==> config.mk <==
export PLATFORM = sky130hd
export DESIGN_NAME = rr_arbiter_4
export DESIGN_NICKNAME = d
export VERILOG_FILES = /design/src/rtl/rr_arbiter_4.sv
export SDC_FILE = /design/constraint.sdc
export NUM_CORES = 1
export LEC_CHECK = 0
export CAP_MARGIN = 20
export CELL_PAD_IN_SITES_DETAIL_PLACEMENT = 0
export CELL_PAD_IN_SITES_GLOBAL_PLACEMENT = 1
export CORE_MARGIN = 3
export CORE_UTILIZATION = 45
export CTS_BUF_LIST = sky130_fd_sc_hd__clkbuf_8
export CTS_CLUSTER_SIZE = 28
export DETAILED_ROUTE_END_ITERATION = 6
export PLACE_DENSITY = 0.95
export SLEW_MARGIN = 25
export SYNTH_ARGS = -nofsm -noshare
export SYNTH_HDL_FRONTEND = slang
export SYNTH_SLANG_ARGS = --single-unit
==> constraint.sdc <==
create_clock -name clk -period 5 [get_ports clk]
set_input_delay 0.5 -clock clk [delete_from_list [all_inputs] [get_ports clk]]
set_output_delay 0.5 -clock clk [all_outputs]
set_load 0.01 [all_outputs]
==> src/rtl/rr_arbiter_4.sv <==
// Four-requester round-robin arbiter with a bounded hold time.
// Registered grant index/valid drive a downstream 2-to-4 decoder select.
module rr_arbiter_4 #(
   parameter int MAX_HOLD = 8
) (
   input  logic       clk,
   input  logic       rst,
   input  logic [3:0] req,
   output logic [1:0] grant_idx,
   output logic       grant_valid,
   output logic       grant_timeout
);

   typedef enum logic {IDLE, GRANT} state_t;

   localparam logic [7:0] HOLD_MAX = 8'(MAX_HOLD);

   state_t     state, state_n;
   logic [1:0] ptr, ptr_n;
   logic [7:0] hold_cnt, hold_cnt_n;
   logic [1:0] idx_n;
   logic       timeout_n;

   // First set bit of r scanning p, p+1, p+2, p+3 (mod 4).
   function automatic logic [1:0] pick(input logic [1:0] p, input logic [3:0] r);
      logic [1:0] res;
      logic [1:0] idx;
      res = p;
      for (int k = 3; k >= 0; k--) begin
         idx = p + 2'(k);
         if (r[idx]) res = idx;
      end
      return res;
   endfunction

   always_ff @(posedge clk) begin
      if (rst) begin
         state         <= IDLE;
         ptr           <= 2'd0;
         hold_cnt      <= 8'd0;
         grant_idx     <= 2'd0;
         grant_timeout <= 1'b0;
      end else begin
         state         <= state_n;
         ptr           <= ptr_n;
         hold_cnt      <= hold_cnt_n;
         grant_idx     <= idx_n;
         grant_timeout <= timeout_n;
      end
   end

   always_comb begin
      state_n    = state;
      ptr_n      = ptr;
      hold_cnt_n = hold_cnt;
      idx_n      = grant_idx;
      timeout_n  = 1'b0;
      case (state)
         IDLE: begin
            if (req != 4'd0) begin
               state_n    = GRANT;
               idx_n      = pick(ptr, req);
               hold_cnt_n = 8'd1;
            end
         end
         GRANT: begin
            if (req[grant_idx] && hold_cnt < HOLD_MAX) begin
               hold_cnt_n = 8'(hold_cnt + 8'd1);
            end else begin
               // Releasing holder drops to lowest priority for the next pick.
               ptr_n     = grant_idx + 2'd1;
               timeout_n = req[grant_idx];
               if (req != 4'd0) begin
                  idx_n      = pick(grant_idx + 2'd1, req);
                  hold_cnt_n = 8'd1;
               end else begin
                  state_n = IDLE;
               end
            end
         end
         default: state_n = IDLE;
      endcase
   end

   assign grant_valid = (state == GRANT);

endmodule

* Word-level counts from Yosys, hierarchy flattened
Cells that the tools add are included.
** Storage, ports and cells
- Register bits after elaboration :: 14
- Input port bits :: 6
- Output and inout bits :: 4
- Word-level logic and storage cells :: 69
** Cells by class
- Add/subtract/negate cells :: 8
- $lt $le $gt $ge :: 10
- Eq/ne operators :: 3
- Multiplexer cells :: 36
- Bitwise logic cells :: 2
- Reductions and logical operators :: 5
** Operators by type and width (count)
- < comparator 2 x 3 -> 1 bit, second input constant :: 9
- two-way mux 2 bit :: 11
- binary-select mux 1 bit (select 2 bit) :: 9
- two-way mux 8 bit :: 2
- one-hot mux 8 bit (2 select lines) :: 1
- two-way mux 1 bit :: 11
- adder 2 bit, second input constant :: 4
- adder 8 x 1 -> 8 bit, second input constant :: 1
- < comparator 8 x 4 -> 1 bit, second input constant :: 1
- adder 2 x 1 -> 2 bit, second input constant :: 3
- != test 2 bit, second input constant :: 2
- one-hot mux 2 bit (2 select lines) :: 1
- nonzero test 4 bit :: 1
- AND reduction 3 bit :: 1
- OR reduction 3 bit :: 1
- != test 2 x 1 -> 1 bit, second input constant :: 1
- inverter 1 bit :: 2
- one-hot mux 1 bit (2 select lines) :: 1
- AND reduction 2 bit :: 1
- logical AND 1 bit :: 1

* Logic depth before layout (Yosys ltp)
- Depth after elaboration :: 11
- Depth in mapped cells :: 7
- Gate-level depth less buffers :: 5

* Worst setup path before layout
OpenSTA, ideal clock, no wires.
- Kind :: input -> register
- Start point :: input req[3]
- End point :: register grant_idx[0]
- Library setup time :: 0.092 ns
- Arrival :: 1.833 ns
- Slack :: 3.075 ns
- Cell stages on the path :: 6
- Cells stage by stage :: buf_6 > mux4_2 > and4_4 > buf_6 > or3_1 > o32ai_1
** Between the ends
- Cells in the longest elaborated chain, start to end :: 9
- Elaborated cells between the ends (all ways) :: 36
- Classes of those cells :: 3 x eq/ne; 30 x mux; 3 x reduce/logical
** Ends and longest elaborated chain
- from (decl) :: line 8 : input logic [3:0] req,
- binary-select mux 1 bit (select 2 bit) :: line 31 : if (r[idx]) res = idx;
- two-way mux 1 bit (not written as such) :: line 31
- two-way mux 2 bit (4 in series) :: line 31
- two-way mux 2 bit :: line 73 : if (req != 4'd0) begin
- two-way mux 2 bit :: line 67 : if (req[grant_idx] && hold_cnt < HOLD_MAX) begin
- one-hot mux 2 bit (2 select lines) :: line 58 : case (state)
- to (signal assigned) :: line 47 : grant_idx <= idx_n;
- to (decl) :: line 9 : output logic [1:0] grant_idx,
Parallel ways exist; a longest one is shown, timed or not. The select of a mux whose other input is x is not followed.
A chain may end at the register's enable or synchronous reset.

* Worst setup path after layout
- Start point :: input req[0]
- End point :: register grant_idx[1]
Same word-level chain as after synthesis.

==> results.cfg <==
[drt]
ant_nets = 0
firstDrtPassIters = 4
drc_errors = 0
post_drt_wl_per_cell_um = 12.6
via_per_inst = 5.62
vias = 702
drt_iter0_drc = 14
totalWireLength_mm = 1.57

[timing]
fin_skew_ps = 4.35
rsz0062_at_grt = false
worst_slew_pin_slew_ps = 803
whs_ps = 462
min_period_ps = 2240
fmax_mhz = 447
setup_viol = 0
drv_slew = 0
finalCritPeriodShare_pct = 44.7
setup_slack_ps = 2760
hold_violations = 0
max_slew_margin_pct = 46.0
final.setup.tns_ps = 0

[die]
num_rows = 14
die_h_um = 48.5
num_io_pins = 10
die_area_um2 = 2350
die_w_um = 48.5
core-area_um2 = 1590
start_util_pct = 51.0

[place]
dp.cells = 121
place_ws_ps = 2520
numPortBuffers = 9
dpl.hpwl_mm = 1.15
placed_area_um2 = 881
gp_congestion = 0.780

[setup_path]
cp-end-kind = register
ff2ff_path_depth = 5
path_delay_family = buffers and inverters
crit_buf_inv = 1
setup.worst_path.start = req[0]
worstSetupStartpointType = primary input
crit_type = primary input to register
cp.arrival_ps = 2380
critPathMaxFanout = 13
crit_chain = clkdlybuf4s50_1 > mux4_2 > and4_4 > nor2_4 > nor2_1 > a311oi_1
crit_required_ps = 5140
regToRegSetupSlack_ps = 2930
r2r_start = grant_idx[0]
r2r-end = grant_idx[1]
max_stage_delay_ps = 590
cpMaxStageDelayCell = clkdlybuf4s50_1

[synth]
syn_nets = 103
synth-seq-cells = 14
synth-seq-area-share_pct = 34.5
synthFlopType = dfxtp_1
async_reset_ff_share_pct = 0
synth_edf_count = 0
yosysTopAreaCellShare_pct = 34.5
yosysWarnings = 0
yosysMostFrequentCell = dfxtp_1
post_synth_num_cell_types = 40
synthTopCellsByArea = dfxtp_1 (34%), nor2_1 (6.0%), buf_6 (4.2%), a21oi_1 (3.7%), a211oi_1 (2.8%)
yosys-top-cells-count = dfxtp_1 (14), nor2_1 (13), a21oi_1 (6), clkbuf_1 (5), inv_1 (5)
syn_area_um2 = 813
synth_top_area_cell = dfxtp_1
syn_inst = 96
syn_area_per_cell_um2 = 8.47

[global_route]
overflow = 0
grtUsageTotal_pct = 14.4
grt_max_degree = 18
grt_pass1_wl_mm = 2.70
first_global_vias = 611
antenna_found_initial = 0

[final_layout]
fillers = 153
syn_to_final_growth_pct = 15.1
drive_gt1_share_pct = 9.90
fin_util_pct = 58.7
stdcell_count = 125
antennaDiodeCount = 0
fin_nets = 109
design_area_um2 = 936

[worst_hold_path]
min_path_type = register to register
min_to = hold_cnt[4]
hold_depth = 1
holdCritStartpoint = hold_cnt[4]

[clock_tree]
cts_tree = yes
cts_root_buf = clkbuf_8
postCtsSetupBuffers = 0
cts_buffers = 3
cts.sinks = 14
htreeDepth = 1
clkTransAtPathRegs_ps = 60
cts_max_path_buffers = 2
cts_resized = 0
postCtsHoldBufs = 0
clkLatencyLatePin_ps = 240

[job]
max_cap_violations = 0

[power]
p_leak_nw = 0.333
max-vdd-ir-drop_mv = 0.244
total_power_uw = 307
power_density_nw_per_um2 = 328

[run_status]
status = finished, final reports clean
-- logic make-up (layout without fill, tap and decap cells) --
logic type                 Yosys count  in the layout  synth area share [%]
and+or+nand+nor                     41             41                  30.5
adders and majority gates            1              1                  1.54
muxes                                1              1                  2.77
DFF                                 14             14                  34.5
AOI/OAI and AO/OA                   25             25                  20.9
buffers and inverters               13             18                  8.77
xor gates and xnor gates             1              1                  1.08
-- cell type report --
| class | instances | area, µm² | area share (%) |
|---|---|---|---|
| repair buffers | 9 | 90.1 | 9.63 |
| multi-input cells | 69 | 462 | 49.3 |
| inverters | 5 | 18.8 | 2.01 |
| flip-flops and latches | 14 | 280 | 29.9 |
| well taps | 24 | 30.0 | 3.21 |
| clock buffers | 4 | 55.1 | 5.88 |
-- worst reg2reg max path, delay by kind of cell (launching register included) --
| kind | cells | cell delay [ps] |
|---|---|---|
| multiplexers | 1 | 620 |
| flip-flops | 1 | 650 |
| AO/OA/AOI/OAI | 1 | 270 |
| AND/OR/NAND/NOR | 3 | 430 |
-- cells in the final DEF (no fill, tap or decap), drive strengths merged, types with 2 or more instances in the layout --
cell type      Yosys  routed
o21ai              4       4
nor3               2       2
a21oi              6       6
dfxtp             14      14
a211oi             3       3
nand2b             3       3
clkbuf             5       4
and2               3       3
nand2              2       2
nor2              14      14
clkdlybuf4s50      0       9
a311oi             2       2
or3                2       2
nor4               3       3
inv                5       5
nand3              2       2
nor2b              2       2
-- worst max path at each step --
stage | endpoint | slack, ps | cells after the start
floorplan | grant_idx[0] | 3070 | 6
global placement | grant_idx[1] | 2550 | 6
detailed placement | grant_idx[1] | 2520 | 6
CTS | grant_idx[1] | 2770 | 6
global route | grant_idx[0] | 2630 | 5
finish | grant_idx[1] | 2760 | 6
-- state kept, by name (all words and copies together), names as in the netlist --
| register | cells |
|---|---|
| hold_cnt | 8 |
| grant_valid | 1 |
| grant_timeout | 1 |
| ptr | 2 |
| grant_idx | 2 |
-- report_power, final --
group	internal [mW]	switching [mW]	total [mW]	leakage, nW
logic	0.0349	0.0307	0.0656	0.190
clock network	0.0696	0.0376	0.107	0.0288
registers	0.119	0.0148	0.134	0.115
total	0.223	0.0832	0.307	0.333
-- routing by layer --
metal,up-vias,routed length [µm],global-route usage (%)
met5,-,0,0
met4,0,0,2.84
met3,0,66,5.52
met2,10,727,21.1
met1,329,779,20.2
li1,363,-,-
Power figures use the tool's default switching activity.
